File: src/rtl/genius_pkg.sv
// Shared types and constants for the Genius (Simon-style) memory game sequencer.
// Holds the FSM state encoding, the colour codes and the default timing parameters.
package genius_pkg;

    typedef enum logic [2:0] {
        ST_IDLE,
        ST_APPEND,
        ST_SHOW_ON,
        ST_SHOW_GAP,
        ST_INPUT,
        ST_ROUND_GAP,
        ST_WIN,
        ST_LOSE
    } state_t;

    localparam logic [1:0] COLOUR_BLUE   = 2'd0;
    localparam logic [1:0] COLOUR_GREEN  = 2'd1;
    localparam logic [1:0] COLOUR_RED    = 2'd2;
    localparam logic [1:0] COLOUR_YELLOW = 2'd3;

    localparam int          DEF_MAX_LEN        = 16;
    localparam int          DEF_ON_FRAMES      = 30;
    localparam int          DEF_GAP_FRAMES     = 15;
    localparam int          DEF_TIMEOUT_FRAMES = 180;
    localparam int          DEF_RESULT_FRAMES  = 120;
    localparam logic [15:0] DEF_LFSR_SEED      = 16'hACE1;

    localparam int LEN_W = 6;
    localparam int CNT_W = 16;

    // x^16 + x^14 + x^13 + x^11 + 1 in right-shifting Galois form
    localparam logic [15:0] LFSR_TAPS = 16'hB400;

    function automatic logic [3:0] colour_mask(input logic [1:0] colour);
        return 4'b0001 << colour;
    endfunction

endpackage

File: src/rtl/genius_lfsr.sv
// 16-bit Galois LFSR that steps every clock; it is the game's source of colours.
module genius_lfsr
    import genius_pkg::*;
(
    input  logic        clock,
    input  logic        reset,
    input  logic [15:0] seed,
    output logic [15:0] q
);

    always_ff @(posedge clock or posedge reset) begin
        if (reset) begin
            q <= seed;
        end else begin
            q <= {1'b0, q[15:1]} ^ (q[0] ? LFSR_TAPS : 16'h0000);
        end
    end

endmodule

File: src/rtl/genius_sequencer.sv
// Game controller: grows a random colour sequence, plays it back on frame ticks,
// then checks the player's presses against it and reports win or loss.
module genius_sequencer
    import genius_pkg::*;
#(
    parameter int          MAX_LEN        = DEF_MAX_LEN,
    parameter int          ON_FRAMES      = DEF_ON_FRAMES,
    parameter int          GAP_FRAMES     = DEF_GAP_FRAMES,
    parameter int          TIMEOUT_FRAMES = DEF_TIMEOUT_FRAMES,
    parameter int          RESULT_FRAMES  = DEF_RESULT_FRAMES,
    parameter logic [15:0] LFSR_SEED      = DEF_LFSR_SEED
) (
    input  logic             CLOCK_50,
    input  logic             RESET,
    input  logic             FRAME_TICK,
    input  logic             START,
    input  logic [3:0]       BTN,
    output logic             BLUE_EN,
    output logic             GREEN_EN,
    output logic             RED_EN,
    output logic             YELLOW_EN,
    output logic             LOSE_EN,
    output logic             WIN_EN,
    output logic             PWR_EN,
    output logic [LEN_W-1:0] LEVEL,
    output state_t           fsm_state
);

    localparam int SEL_W = (MAX_LEN > 1) ? $clog2(MAX_LEN) : 1;

    state_t             state, state_n;
    logic [LEN_W-1:0]   len, len_n, idx, idx_n;
    logic [CNT_W-1:0]   cnt, cnt_n;
    logic [1:0]         seq [MAX_LEN];
    logic               seq_we;
    logic [15:0]        lfsr;
    logic               lfsr_unused;
    logic [1:0]         cur_colour, show_colour;
    logic [3:0]         colour_n, colour_q;
    logic               win_q, lose_q, pwr_q;
    logic               tick_done_on, tick_done_gap, tick_done_to, tick_done_res;

    genius_lfsr u_lfsr (
        .clock (CLOCK_50),
        .reset (RESET),
        .seed  (LFSR_SEED),
        .q     (lfsr)
    );

    assign lfsr_unused = ^lfsr[15:2];

    assign tick_done_on  = FRAME_TICK && (cnt == CNT_W'(ON_FRAMES - 1));
    assign tick_done_gap = FRAME_TICK && (cnt == CNT_W'(GAP_FRAMES - 1));
    assign tick_done_to  = FRAME_TICK && (cnt == CNT_W'(TIMEOUT_FRAMES - 1));
    assign tick_done_res = FRAME_TICK && (cnt == CNT_W'(RESULT_FRAMES - 1));

    assign cur_colour = seq[idx[SEL_W-1:0]];

    always_comb begin
        state_n     = state;
        len_n       = len;
        idx_n       = idx;
        seq_we      = 1'b0;
        cnt_n       = FRAME_TICK ? cnt + CNT_W'(1) : cnt;
        show_colour = 2'd0;
        colour_n    = 4'b0000;

        case (state)
            ST_IDLE: begin
                if (START) begin
                    len_n   = '0;
                    idx_n   = '0;
                    state_n = ST_APPEND;
                end
            end
            ST_APPEND: begin
                seq_we  = 1'b1;
                len_n   = len + LEN_W'(1);
                idx_n   = '0;
                state_n = ST_SHOW_ON;
            end
            ST_SHOW_ON: begin
                if (tick_done_on) state_n = ST_SHOW_GAP;
            end
            ST_SHOW_GAP: begin
                if (tick_done_gap) begin
                    if (idx + LEN_W'(1) < len) begin
                        idx_n   = idx + LEN_W'(1);
                        state_n = ST_SHOW_ON;
                    end else begin
                        idx_n   = '0;
                        state_n = ST_INPUT;
                    end
                end
            end
            ST_INPUT: begin
                // A press outranks a timeout expiring in the same cycle.
                if (BTN != 4'b0000) begin
                    if (BTN == colour_mask(cur_colour)) begin
                        idx_n = idx + LEN_W'(1);
                        cnt_n = '0;
                        if (idx + LEN_W'(1) == len) begin
                            state_n = (len == LEN_W'(MAX_LEN)) ? ST_WIN : ST_ROUND_GAP;
                        end
                    end else begin
                        state_n = ST_LOSE;
                    end
                end else if (tick_done_to) begin
                    state_n = ST_LOSE;
                end
            end
            ST_ROUND_GAP: begin
                if (tick_done_gap) state_n = ST_APPEND;
            end
            ST_WIN, ST_LOSE: begin
                if (tick_done_res) begin
                    len_n   = '0;
                    idx_n   = '0;
                    state_n = ST_IDLE;
                end
            end
            default: state_n = ST_IDLE;
        endcase

        if (state_n != state) cnt_n = '0;

        // On the first append the colour being written is also the first one shown.
        if (seq_we && (idx_n == len)) show_colour = lfsr[1:0];
        else                          show_colour = seq[idx_n[SEL_W-1:0]];
        if (state_n == ST_SHOW_ON) colour_n = colour_mask(show_colour);
    end

    always_ff @(posedge CLOCK_50 or posedge RESET) begin
        if (RESET) begin
            state    <= ST_IDLE;
            len      <= '0;
            idx      <= '0;
            cnt      <= '0;
            colour_q <= 4'b0000;
            win_q    <= 1'b0;
            lose_q   <= 1'b0;
            pwr_q    <= 1'b0;
        end else begin
            state    <= state_n;
            len      <= len_n;
            idx      <= idx_n;
            cnt      <= cnt_n;
            colour_q <= colour_n;
            win_q    <= (state_n == ST_WIN);
            lose_q   <= (state_n == ST_LOSE);
            pwr_q    <= (state_n != ST_IDLE);
        end
    end

    always_ff @(posedge CLOCK_50) begin
        if (seq_we) seq[len[SEL_W-1:0]] <= lfsr[1:0];
    end

    assign BLUE_EN   = colour_q[COLOUR_BLUE];
    assign GREEN_EN  = colour_q[COLOUR_GREEN];
    assign RED_EN    = colour_q[COLOUR_RED];
    assign YELLOW_EN = colour_q[COLOUR_YELLOW];
    assign WIN_EN    = win_q;
    assign LOSE_EN   = lose_q;
    assign PWR_EN    = pwr_q;
    assign LEVEL     = len;
    assign fsm_state = state;

endmodule

File: config.mk
export PLATFORM = sky130hd
export DESIGN_NAME = genius_sequencer
export DESIGN_NICKNAME = d
export VERILOG_FILES = /design/src/rtl/genius_pkg.sv /design/src/rtl/genius_lfsr.sv /design/src/rtl/genius_sequencer.sv
export SDC_FILE = /design/constraint.sdc
export NUM_CORES = 1
export LEC_CHECK = 0
export CORE_MARGIN = 5
export CORE_UTILIZATION = 30
export CTS_BUF_LIST = sky130_fd_sc_hd__clkbuf_16
export DETAILED_ROUTE_END_ITERATION = 8
export GPL_ROUTABILITY_DRIVEN = 0
export GPL_TIMING_DRIVEN = 0
export PLACE_DENSITY = 0.54
export SYNTH_ARGS = -nofsm -noshare
export SYNTH_HDL_FRONTEND = slang
export SYNTH_SLANG_ARGS = --single-unit
export TNS_END_PERCENT = 20
File: constraint.sdc
create_clock -name CLOCK_50 -period 4.1 [get_ports CLOCK_50]
set_input_delay 0.82 -clock CLOCK_50 [delete_from_list [all_inputs] [get_ports CLOCK_50]]
set_output_delay 0.82 -clock CLOCK_50 [all_outputs]
set_load 0.05 [all_outputs]
After elaboration in Yosys (flattened, before gate mapping):

Memories as Yosys holds them, arrays and structs flattened.
Index checks and enable logic that the tools add are counted.

* register bits: 54
* bits in writable memories: 32
* input port bits: 8
* output and inout port bits: 16
* logic and storage cells: 82
* memories kept: 1

Memories
* seq: words 16, bits a word 2, read ports 2, clocked after memory_dff 0, write ports 1, RTL line genius_sequencer.sv:34 `logic [1:0] seq [MAX_LEN];`

* $add $sub $neg: 3
* $lt $le $gt $ge: 1
* equality and inequality tests: 21
* shift-type cells: 2
* muxes and demuxes: 33
* bitwise operators: 1
* reduce and logical (&&, ||, !) cells: 11

Operators by type and width (number)
* $mux W16: 6
* $mux W6: 8
* $mux W3: 10
* $pmux W6 S5: 1
* $pmux W3 S7: 1
* $eq A3 B3 Y1 const B: 6
* $pmux W6 S3: 1
* $add A16 B1 Y16 const B: 1
* $eq A16 B4 Y1 const B: 1
* $eq A16 B5 Y1 const B: 1
* $eq A16 B7 Y1 const B: 1
* $eq A16 B8 Y1 const B: 1
* $xor A15 B16 Y16: 1
* $add A6 B1 Y6 const B: 2
* $eq A6 B6 Y1: 2
* $eq A3 B2 Y1 const B: 3
* $shl A1 B2 Y4 const A: 2
* $eq A6 B5 Y1 const B: 1
* $lt A6 B6 Y1: 1
* $reduce_bool A3 Y1: 2
* $logic_and A1 B1 Y1: 5
* $eq A4 B4 Y1: 1
* $mux W2: 2
* $mux W4: 1
* other kinds (8): 11

Longest topological paths before layout:

Gate-level depths: netlist of run 1.
An unclocked memory read counts as a cell.

* depth after elaboration: 11
* depth in mapped cells: 19
* mapped depth without buffers: 16

Least setup slack after synthesis of run 1:

No wires, ideal clock.

* kind: reg2reg
* start: register idx[0]
* end: register colour_q[1]
* library setup time: 0.080 ns
* arrival time: 3.880 ns
* data required time: 4.020 ns
* slack: 0.140 ns
* stages on the path, launching flop included: 18
* path buffers: 3
* clock period less this slack: 3.960 ns
* cells stage by stage: dfrtp_1 -> buf_6 -> buf_4 -> and3_1 -> and3_1 -> xnor2_1 -> inv_1 -> ha_1 -> nand2_1 -> o2111ai_1 -> a2bb2oi_1 -> and2_4 -> buf_8 -> mux2i_1 -> a2111oi_0 -> or4_1 -> mux2i_2 -> nor3b_2

* longest elaborated chain between the ends: 11

Ends and longest elaborated chain
* start, declared: RTL line genius_sequencer.sv:32 `logic [LEN_W-1:0] len, len_n, idx, idx_n;`
* start signal, assigned: RTL line genius_sequencer.sv:146 `idx <= idx_n;`
* branches (longest 10 deep; another with $add A6 B1 Y6)
* $mux W4 (*): RTL line genius_sequencer.sv:130 `if (state_n == ST_SHOW_ON) colour_n = colour_mask(show_colour);`
* net colour_n[1]: RTL line genius_sequencer.sv:39 `logic [3:0] colour_n, colour_q;`
* end signal, assigned: RTL line genius_sequencer.sv:148 `colour_q <= colour_n;`
* end, declared: RTL line genius_sequencer.sv:39

Mark *: on every way through the listed nets, which the timed path passes.
A chain may end at the register's enable or synchronous reset.

Worst setup path after layout of run 1:

* start: register cnt[9]
* end: register colour_q[2]

* longest elaborated chain between the ends: 9

Ends and longest elaborated chain
* start, declared: RTL line genius_sequencer.sv:33 `logic [CNT_W-1:0] cnt, cnt_n;`
* start signal, assigned: RTL line genius_sequencer.sv:147 `cnt <= cnt_n;`
* branches (longest 8 deep; another with $mem_v2 Z16 W2)
* $mux W4 (*): RTL line genius_sequencer.sv:130
* net colour_n[2]: RTL line genius_sequencer.sv:39

Marks and branches as above.

==> run summary, run 1 <==
Avg Cell Area, Syn: 10.8 µm²
synthesized cell area: 0.00490 mm²
Initial Utilization: 30.8%
multiplexer area fraction after synthesis: 5.97%
reg2reg setup slack: 20 ps
RSZ-0062 raised after global routing: true
Crit-path slowest cell: or4_4
CP peak stage delay: 570 ps
WS Path Type: reg2reg
drt initial violations: 234
synth-to-layout area growth: 22.5%
cells along the critical path: or4_4 > nor4_4 > and4b_2 > a211oi_1 > or4_4 > a22oi_4 > and2_4 > mux2i_2 > a2111oi_2 > or4_4 > mux2i_4 > buf_4 > nor3b_2
Die Ht: 138 µm
Yosys Warn Count: 0
total die area: 0.0190 mm²
maximum net fanout on the critical path: 5
CTS tree: yes
hold_buf cts: 0
main flop type after synthesis: dfrtp_1
worst-margin pin slew: 586 ps
fin nets: 524
total track usage: 13.2%
Post-DP Area: 0.00542 mm²
grt total ovfl: 0
Fmax: 0.245 GHz
hold path startpoint: u_lfsr.q[12]
setup TNS: 0 ps
CP arrival: 4320 ps
Antenna Nets Post-Route: 0
Post-Synth Adder-Cell Area: 3.57%
root buf cell: clkbuf_16
power density over the cells: 525 mW/mm²
HPWL Detailed: 8670 µm
Req. time, crit path: 4340 ps
Max Buffers Root-to-Sink: 2
initial antenna violation count: 0
syn_nets: 478
Worst-Skew Late Latency: 350 ps
Synth cell types: 78
via/cell ratio: 5.02
Post-Synth XOR/XNOR Area: 4.82%
maxcap violations: 0
Residual DRC: 0
Critical Path Source: cnt[9]
compound-gate portion of the synthesized area: 15.2%
largest family of logic cells by synthesized area: simple AND/OR/NAND/NOR gates
largest net degree at the start of global routing: 39
reg2reg path depth: 13
cell taking the most area after synthesis: dfrtp_1
first-pass GRT wire length: 19,500 µm
CTS clk-pin slew, worst paths: 70 ps
via count: 3,630
synth cell count leaders: 46 x dfrtp_1, 41 x nor2_1, 32 x edfxtp_1
EDFF count, synth: 32
cell with the most instances after synthesis: dfrtp_1
simple-gate area share of the yosys netlist: 17.5%
Routed WL per cell: 16.5 µm
Seq cells post-synth: 86
chip width: 138 µm
Reg-to-Reg End: colour_q[2]
Slew Limit Fails: 0
VDD IR max: 0.281 mV
share of layout cells above drive strength 1: 19.9%
n_diodes: 0
Leak: 2.33 nW
IO Port Bufs: 22
Max transition margin: 60.9%
Async S/R FF share, synth: 62.8%
RR Startpoint: cnt[9]
router iterations before antenna repair: 5
clk_skew: 12.7 ps
hold depth: 0
CTS sink cnt: 86
outcome: finished, final reports clean
CTS buffer count: 9
Post-Syn Instances: 456
fin area: 0.00601 mm²
Critical Path Start Type: flop
crit path capture type: flop
register area share after synthesis: 47.3%
top cells by area, synth: dfrtp_1 23%, edfxtp_1 20%, dfstp_2 4.3%
H-tree depth: 3
Fin. Hold Viols: 0
# rows: 46
min Tclk post-route: 4080 ps
final wirelength: 12,000 µm
Core Box Area: 0.0159 mm²
final setup fails: 0
post-synth top area share: 23.5%
Hold Crit Class: reg2reg
Most common cell on crit path: or4_4
period utilisation layout: 99.6%
Top-Level Pins: 24
hold worst-path end: u_lfsr.q[11]
vias in the first global route: 3,625
through the flow:
step	hold slack (ps)	util, %	instances	setup slack (ps)	power [mW]
2_1_floorplan	331	-	456	140	1.89
3_3_place_gp	338	33.8	694	-739	2.21
3_5_place_dp	340	34.0	695	-805	2.23
4_1_cts	357	37.1	720	2.68	3.15
5_1_grt	358	37.7	723	-166	3.35
6_report	355	37.7	723	16.2	3.15
cell type report:
class / count / area (µm²)
Buffer: 20 / 156
Clock buffer: 10 / 250
Clock inverter: 6 / 67.6
Fill cell: 1566 / 9940
Inverter: 30 / 114
Multi-Input combinational cell: 320 / 2490
Sequential cell: 86 / 2320
Tap cell: 216 / 270
Timing Repair Buffer: 35 / 338
flip-flops by register name, indices dropped and copies added, names as in the netlist:
register   flops
seq           32
cnt           16
u_lfsr.q      16
LEVEL          6
idx            6
colour_q       4
fsm_state      3
LOSE_EN        1
PWR_EN         1
WIN_EN         1
timing repair:
action | in CTS | in global routing
gates resized for setup | 20 | 17
buffers inserted | 9 | 3
setup endpoints to repair | 4 | 13
cloned | 0 | 1
pin swaps | 7 | 10
logic make-up (layout without fill, tap and decap cells):
| family | after synthesis | count (layout) |
|---|---|---|
| AO/OA/AOI/OAI | 97 | 97 |
| flip-flops | 86 | 86 |
| multiplexers | 25 | 25 |
| buffers and inverters | 51 | 101 |
| XOR/XNOR | 27 | 27 |
| adder cells (fa/ha/maj) | 14 | 14 |
| AND/OR/NAND/NOR | 156 | 157 |
critical path: cells and delay by family, from the launching register on:
kind	cells	cell delay (ps)
buffers and inverters	1	150
AND/OR/NAND/NOR	7	2460
flip-flops	1	410
multiplexers	2	450
AO/OA/AOI/OAI	3	480
per-layer routing:
layer / vias up / part of all wire, % / global-route usage [%]
met3: 15 / 4.9 / 3.37
met1: 1762 / 49 / 18.8
met2: 80 / 45 / 19.5
li1: 1773 / - / -
met5: - / 0 / 0
met4: 0 / 1.5 / 4.56
worst max path at each step:
stage / to / cells after the start
2_1_floorplan: colour_q[1] / 17
3_3_place_gp: colour_q[2] / 18
3_5_place_dp: colour_q[1] / 17
4_1_cts: colour_q[1] / 16
5_1_grt: colour_q[1] / 12
6_report: colour_q[2] / 13
layout by cell type (no fill, tap or decap), types with 6 or more instances in the layout:
cell type and count:
edfxtp_1 32, o21ai_0 14, ha_1 13, buf_6 10, clkdlybuf4s50_1 22, nand3_1 16, nor2_1 41, dfstp_2 8
a211o_1 6, dfrtp_1 46, nand4_1 8, inv_1 28, nor3_1 8, a211oi_1 6, xor2_1 12, clkbuf_16 10
clkbuf_1 7, buf_4 11, mux2_2 7, xnor2_1 14, mux2i_1 12, and2_1 17, nand2_1 19
power breakdown:
part	switching, mW	total (mW)	internal (mW)
combinational	0.805	1.29	0.486
sequential	0.0486	0.996	0.947
clock	0.354	0.868	0.514
total	1.21	3.15	1.95
Note: power is estimated with default switching activity, not from simulation.
==> run 2, diff against run 1 <==
SKIP_LAST_GASP = 1   (was not set)
==> run 2 against run 1 <==
  * Global-route usage did not move
  * Clock skew barely moved
  * Wire length barely moved
  * Sequential share of layout area barely moved
  * Cell count did not move
  * First-iteration DRC count fell by 11%
  * Worst setup slack got worse by 1.9 ps
  * Critical endpoint unchanged
  * Largest power group unchanged
==> run summary, run 2 (synthesized netlist as in run 1, its figures left out) <==
Leak: 2.33 nW (about the same)
Top-Level Pins: 24 (unchanged)
maxcap violations: 0 (unchanged)
RSZ-0062 raised after global routing: true (unchanged)
router iterations before antenna repair: 5 (unchanged)
final worst slack: 14.2 ps (was 16.2 ps)
chip width: 138 µm (unchanged)
worst-margin pin slew: 586 ps (about the same)
Fin. Hold Viols: 0 (unchanged)
H-tree depth: 3 (unchanged)
crit path capture type: flop (unchanged)
total die area: 0.0190 mm² (unchanged)
largest net degree at the start of global routing: 39 (unchanged)
min Tclk post-route: 4090 ps (was 4080 ps)
Max Buffers Root-to-Sink: 2 (unchanged)
share of layout cells above drive strength 1: 19.9% (unchanged)
Routed WL per cell: 16.6 µm (was 16.5 µm)
n_diodes: 0 (unchanged)
Fmax: 0.245 GHz (about the same)
via/cell ratio: 5.01 (was 5.02)
Worst-Skew Late Latency: 350 ps (about the same)
Slew Limit Fails: 0 (unchanged)
Residual DRC: 0 (unchanged)
Hold Crit Class: reg2reg (unchanged)
fin nets: 524 (unchanged)
vias in the first global route: 3,625 (unchanged)
max reg flops: 32 (unchanged)
setup TNS: 0 ps (unchanged)
initial antenna violation count: 0 (unchanged)
IO Port Bufs: 22 (unchanged)
HPWL Detailed: 8670 µm (unchanged)
Die Ht: 138 µm (unchanged)
synth-to-layout area growth: 22.4% (was 22.5%)
Antenna Nets Post-Route: 0 (unchanged)
final wirelength: 12,000 µm (about the same)
Initial Utilization: 30.8% (unchanged)
maximum net fanout on the critical path: 5 (unchanged)
Critical Path Start Type: flop (unchanged)
Max transition margin: 60.9% (about the same)
hold_ws: 355 ps (unchanged)
clk_skew: 12.7 ps (about the same)
CTS clk-pin slew, worst paths: 70 ps (about the same)
CP arrival: 4320 ps (about the same)
CTS sink cnt: 86 (unchanged)
grt total ovfl: 0 (unchanged)
most frequent cells in the layout: 46 x dfrtp_1, 41 x nor2_1, 32 x edfxtp_1 (unchanged)
power density over the cells: 525 mW/mm² (about the same)
via count: 3,623 (was 3,630)
WS Path Type: reg2reg (unchanged)
most common cell after layout, fill and taps aside: dfrtp_1 (unchanged)
total track usage: 13.2% (unchanged)
Core Box Area: 0.0159 mm² (unchanged)
outcome: finished, final reports clean (unchanged)
Fillers: 1,564 (was 1,566)
period utilisation layout: 99.7% (was 99.6%)
CTS buffer count: 9 (unchanged)
first-pass GRT wire length: 19,500 µm (unchanged)
# rows: 46 (unchanged)
Req. time, crit path: 4340 ps (about the same)
worst slack, placed: -805 ps (unchanged)
final setup fails: 0 (unchanged)
CTS tree: yes (unchanged)
drt initial violations: 209 (was 234)
root buf cell: clkbuf_16 (unchanged)
VDD IR max: 0.281 mV (about the same)
==> run 2: cell counts in the layout (fill, tap and decap cells not counted) <==
No cell type changed its count.
==> run 2: where the power goes <==
| part | switching [mW] | leakage, nW | internal [mW] | total, mW |
|---|---|---|---|---|
| Clock | 0.354 | 0.156 | 0.514 | 0.868 |
| Sequential | 0.0485 | 1.01 | 0.947 | 0.996 |
| Combinational | 0.805 | 1.17 | 0.485 | 1.29 |
| Total | 1.21 | 2.33 | 1.95 | 3.15 |
==> run 2: layer usage <==
layer	wire, µm	share of wire, %	GRT usage, %
met3	554	4.6	3.37
met1	5840	49	18.8
met2	5400	45	19.5
met5	0	0	0
met4	181	1.5	4.56
==> run 2: what timing repair did <==
item / 4_1_cts / 5_1_grt
endpoints found under the setup margin: 4 / 13
endpoints found under the hold margin: 0 / 0
gates cloned: 0 / 1
buffers inserted: 9 / 3
hold buffers: 0 / 0
gates resized for setup: 20 / 16
pin swaps: 7 / 10
==> run 2: worst max-delay path, stage by stage, from the launching register on <==
cell,delay (ps)
dfrtp_1,410
or4_4,570
nor4_4,210
and4b_2,270
a211oi_1,80
or4_4,540
a22oi_4,310
and2_4,270
mux2i_2,230
a2111oi_2,100
or4_4,570
mux2i_4,220
buf_4,150
nor3b_2,30
==> run 2: final timing paths <==
check,startpoint,depth (start not counted),slack [ps],end
max,cnt[9],13,10,colour_q[2]
min,u_lfsr.q[12],0,350,u_lfsr.q[11]
max reg2reg,cnt[9],13,10,colour_q[2]
min reg2reg,u_lfsr.q[12],0,350,u_lfsr.q[11]
max in group asynchronous,RESET,3,2810,fsm_state[2]
min in group asynchronous,RESET,2,760,u_lfsr.q[4]
==> run 2: layout make-up <==
cell class / count / area [µm²] / share of cell area [%]
Multi-Input combinational cell: 320 / 2490 / 41.4
Sequential cell: 86 / 2320 / 38.7
Timing Repair Buffer: 35 / 338 / 5.63
Tap cell: 216 / 270 / 4.50
Clock buffer: 10 / 250 / 4.17
Buffer: 20 / 156 / 2.60
Inverter: 30 / 114 / 1.90
Clock inverter: 6 / 67.6 / 1.13
==> run 2: per-stage QoR <==
| step | std cells | total power [mW] | area [µm²] | util (%) |
|---|---|---|---|---|
| 3_3_place_gp | 694 | 2.21 | 5400 | 33.8 |
| 2_1_floorplan | 456 | 1.89 | 4900 | - |
| 5_1_grt | 723 | 3.35 | 6010 | 37.7 |
| 3_5_place_dp | 695 | 2.23 | 5420 | 34.0 |
| 4_1_cts | 720 | 3.15 | 5920 | 37.1 |
| 6_report | 723 | 3.15 | 6010 | 37.7 |
==> run 3, diff against run 2 <==
CORE_UTILIZATION = 23   (was 30)
PLACE_DENSITY = 0.46   (was 0.54)
==> run 3 against run 2 <==
  * Worst setup slack improved by 11 ps
  * Sequential share of layout area decreased by 1.4 points
  * Die area increased by 28%
  * Via count increased by 3.9%
  * Largest cell class unchanged
==> run summary, run 3 (synthesized netlist as in run 1, its figures left out) <==
final core utilization: 29.6% (was 37.7%)
Hold Crit Class: reg2reg (unchanged)
CP peak stage delay: 580 ps (was 570 ps)
root buf cell: clkbuf_16 (unchanged)
Crit-path slowest cell: or4_4 (unchanged)
combinational share of power: 43.3% (was 40.9%)
vias in the first global route: 3,871 (was 3,625)
chip width: 156 µm (was 138 µm)
hold path startpoint: u_lfsr.q[8] (was u_lfsr.q[12])
VDD IR max: 0.198 mV (was 0.281 mV)
most frequent cells in the layout: 44 x dfrtp_1, 41 x nor2_1, 32 x edfxtp_1 (was 46 x dfrtp_1, 41 x nor2_1, 32 x edfxtp_1)
share of layout cells above drive strength 1: 23.7% (was 19.9%)
Worst-Skew Late Latency: 350 ps (about the same)
fin nets: 531 (was 524)
clock share of power: 25.7% (was 27.5%)
router iterations before antenna repair: 5 (unchanged)
initial antenna violation count: 0 (unchanged)
via count: 3,765 (was 3,623)
H-tree depth: 3 (unchanged)
reg2reg path depth: 14 (was 13)
Slew Limit Fails: 0 (unchanged)
Core Box Area: 0.0210 mm² (was 0.0159 mm²)
synth-to-layout area growth: 27.1% (was 22.4%)
IO Port Bufs: 22 (unchanged)
Top-Level Pins: 24 (unchanged)
Routed WL per cell: 16.7 µm (was 16.6 µm)
total die area: 0.0243 mm² (was 0.0190 mm²)
Most common cell on crit path: or4_4 (unchanged)
CTS tree: yes (unchanged)
Leak: 2.42 nW (was 2.33 nW)
largest net degree at the start of global routing: 39 (unchanged)
HPWL Detailed: 9400 µm (was 8670 µm)
Fin. Hold Viols: 0 (unchanged)
most common cell after layout, fill and taps aside: dfrtp_1 (unchanged)
Antenna Nets Post-Route: 0 (unchanged)
total power draw: 3.22 mW (was 3.15 mW)
grt total ovfl: 0 (unchanged)
maximum net fanout on the critical path: 10 (was 5)
outcome: finished, final reports clean (unchanged)
n_diodes: 0 (unchanged)
final setup fails: 0 (unchanged)
WS Path Type: reg2reg (unchanged)
via/cell ratio: 4.77 (was 5.01)
clk_skew: 8.68 ps (was 12.7 ps)
Reg-to-Reg End: colour_q[1] (was colour_q[2])
CTS buffer count: 9 (unchanged)
reg2reg setup slack: 30 ps (was 10 ps)
Die Ht: 156 µm (was 138 µm)
placed instance count: 754 (was 695)
hold depth: 0 (unchanged)
# rows: 53 (was 46)
Req. time, crit path: 4340 ps (about the same)
Fillers: 2,144 (was 1,564)
CP arrival: 4310 ps (was 4320 ps)
Initial Utilization: 23.3% (was 30.8%)
crit path capture type: flop (unchanged)
Pint: 1.97 mW (was 1.95 mW)
CTS clk-pin slew, worst paths: 60 ps (was 70 ps)
min Tclk post-route: 4070 ps (was 4090 ps)
hold_buf cts: 0 (unchanged)
Post-Layout Cell Count: 789 (was 723)
CP top delay family: simple AND/OR/NAND/NOR gates (unchanged)
sw frac: 38.9% (was 38.3%)
cells along the critical path: or4_4 > nor4_4 > and4b_2 > a211oi_1 > or4_4 > a22oi_4 > and2_4 > buf_8 > mux2_2 > o2111ai_1 > nand4_1 > mux2i_4 > buf_4 > nor3b_2 (was or4_4 > nor4_4 > and4b_2 > a211oi_1 > or4_4 > a22oi_4 > and2_4 > mux2i_2 > a2111oi_2 > or4_4 > mux2i_4 > buf_4 > nor3b_2)
total track usage: 11.1% (was 13.2%)
first-pass GRT wire length: 21,200 µm (was 19,500 µm)
final wirelength: 13,200 µm (was 12,000 µm)
power density over the cells: 517 mW/mm² (was 525 mW/mm²)
period utilisation layout: 99.4% (was 99.7%)
maxcap violations: 0 (unchanged)
Sw Pwr: 1.25 mW (was 1.21 mW)
Max Buffers Root-to-Sink: 2 (unchanged)
max reg flops: 32 (unchanged)
Critical Path Start Type: flop (unchanged)
RR Startpoint: cnt[15] (was cnt[9])
CTS sink cnt: 86 (unchanged)
Fmax: 0.245 GHz (about the same)
Residual DRC: 0 (unchanged)
Max transition margin: 60.1% (was 60.9%)
worst-margin pin slew: 599 ps (was 586 ps)
hold worst-path end: u_lfsr.q[7] (was u_lfsr.q[11])
drt initial violations: 309 (was 209)
RSZ-0062 raised after global routing: true (unchanged)
Sequential Power Share: 31.0% (was 31.6%)
Worst Path Buf+Inv: 2 (was 1)
-- run 3: changes by cell type in the layout (fill, tap and decap cells not counted), moves of 2 or more --
cell / previous run / this run
a311oi_1: 2 / 0
and2_1: 17 / 15
o22ai_4: 0 / 4
clkbuf_1: 7 / 5
dfrtp_2: 0 / 2
inv_6: 3 / 5
o22ai_2: 3 / 0
dfrtp_1: 46 / 44
a311oi_2: 0 / 2
and2_4: 1 / 4
buf_6: 10 / 7
buf_4: 11 / 20
-- run 3: per-stage QoR --
| stage | TNS [ps] | cell area (µm²) | hold slack (ps) | setup slack [ps] |
|---|---|---|---|---|
| after floorplan | 0 | 4900 | 331 | 140 |
| after global placement | -3470 | 5470 | 337 | -908 |
| after detailed placement | -3570 | 5490 | 339 | -962 |
| after CTS | 0 | 6000 | 355 | 9.10 |
| after global routing | -164 | 6230 | 358 | -79.5 |
| final | 0 | 6230 | 353 | 25.5 |
-- run 3: worst reg2reg max path: stages, from the launching register on --
cell       delay [ps]
dfrtp_1           380
or4_4             580
nor4_4            220
and4b_2           270
a211oi_1           90
or4_4             510
a22oi_4           300
and2_4            270
buf_8             160
mux2_2            340
o2111ai_1         190
nand4_1           200
mux2i_4           260
buf_4             160
nor3b_2            30
-- run 3: layer usage --
| metal | GRT usage, % | routed length (µm) |
|---|---|---|
| met5 | 0 | 0 |
| met4 | 5.04 | 328 |
| met3 | 2.30 | 589 |
| met2 | 16.9 | 5880 |
| met1 | 15.2 | 6370 |
-- run 3: worst max path at each step --
stage	from	to	slack (ps)	cells after the start
after global placement	idx[0]	colour_q[2]	-910	18
after global routing	cnt[15]	colour_q[1]	-80	12
after detailed placement	idx[0]	colour_q[2]	-960	18
after floorplan	idx[0]	colour_q[1]	140	17
after CTS	cnt[12]	colour_q[1]	9	13
final	cnt[15]	colour_q[1]	30	14
-- run 3: cell type report --
| type | instances | area, µm² | area share (%) |
|---|---|---|---|
| multi-input cells | 320 | 2590 | 41.5 |
| flip-flops and latches | 86 | 2320 | 37.3 |
| repair buffers | 45 | 415 | 6.67 |
| well taps | 275 | 344 | 5.52 |
| clock buffers | 9 | 225 | 3.61 |
| plain buffers | 17 | 140 | 2.25 |
| inverters | 30 | 123 | 1.97 |
| clock inverters | 7 | 72.6 | 1.16 |
-- run 3: what timing repair did --
action / 4_1_cts / 5_1_grt
gates resized for setup: 25 / 41
buffers inserted: 10 / 12
setup endpoints to repair: 4 / 14
gates cloned: 0 / 1
pin swaps: 8 / 24
-- run 3: power groups by stage --
stage	clock, mW	sequential (mW)	combinational (mW)
6_report	0.828	0.999	1.39
5_1_grt	0.891	1.01	1.51
4_1_cts	0.854	0.998	1.32
3_5_place_dp	0	1.02	1.23
3_3_place_gp	0	1.01	1.22
2_1_floorplan	0	1.15	0.740
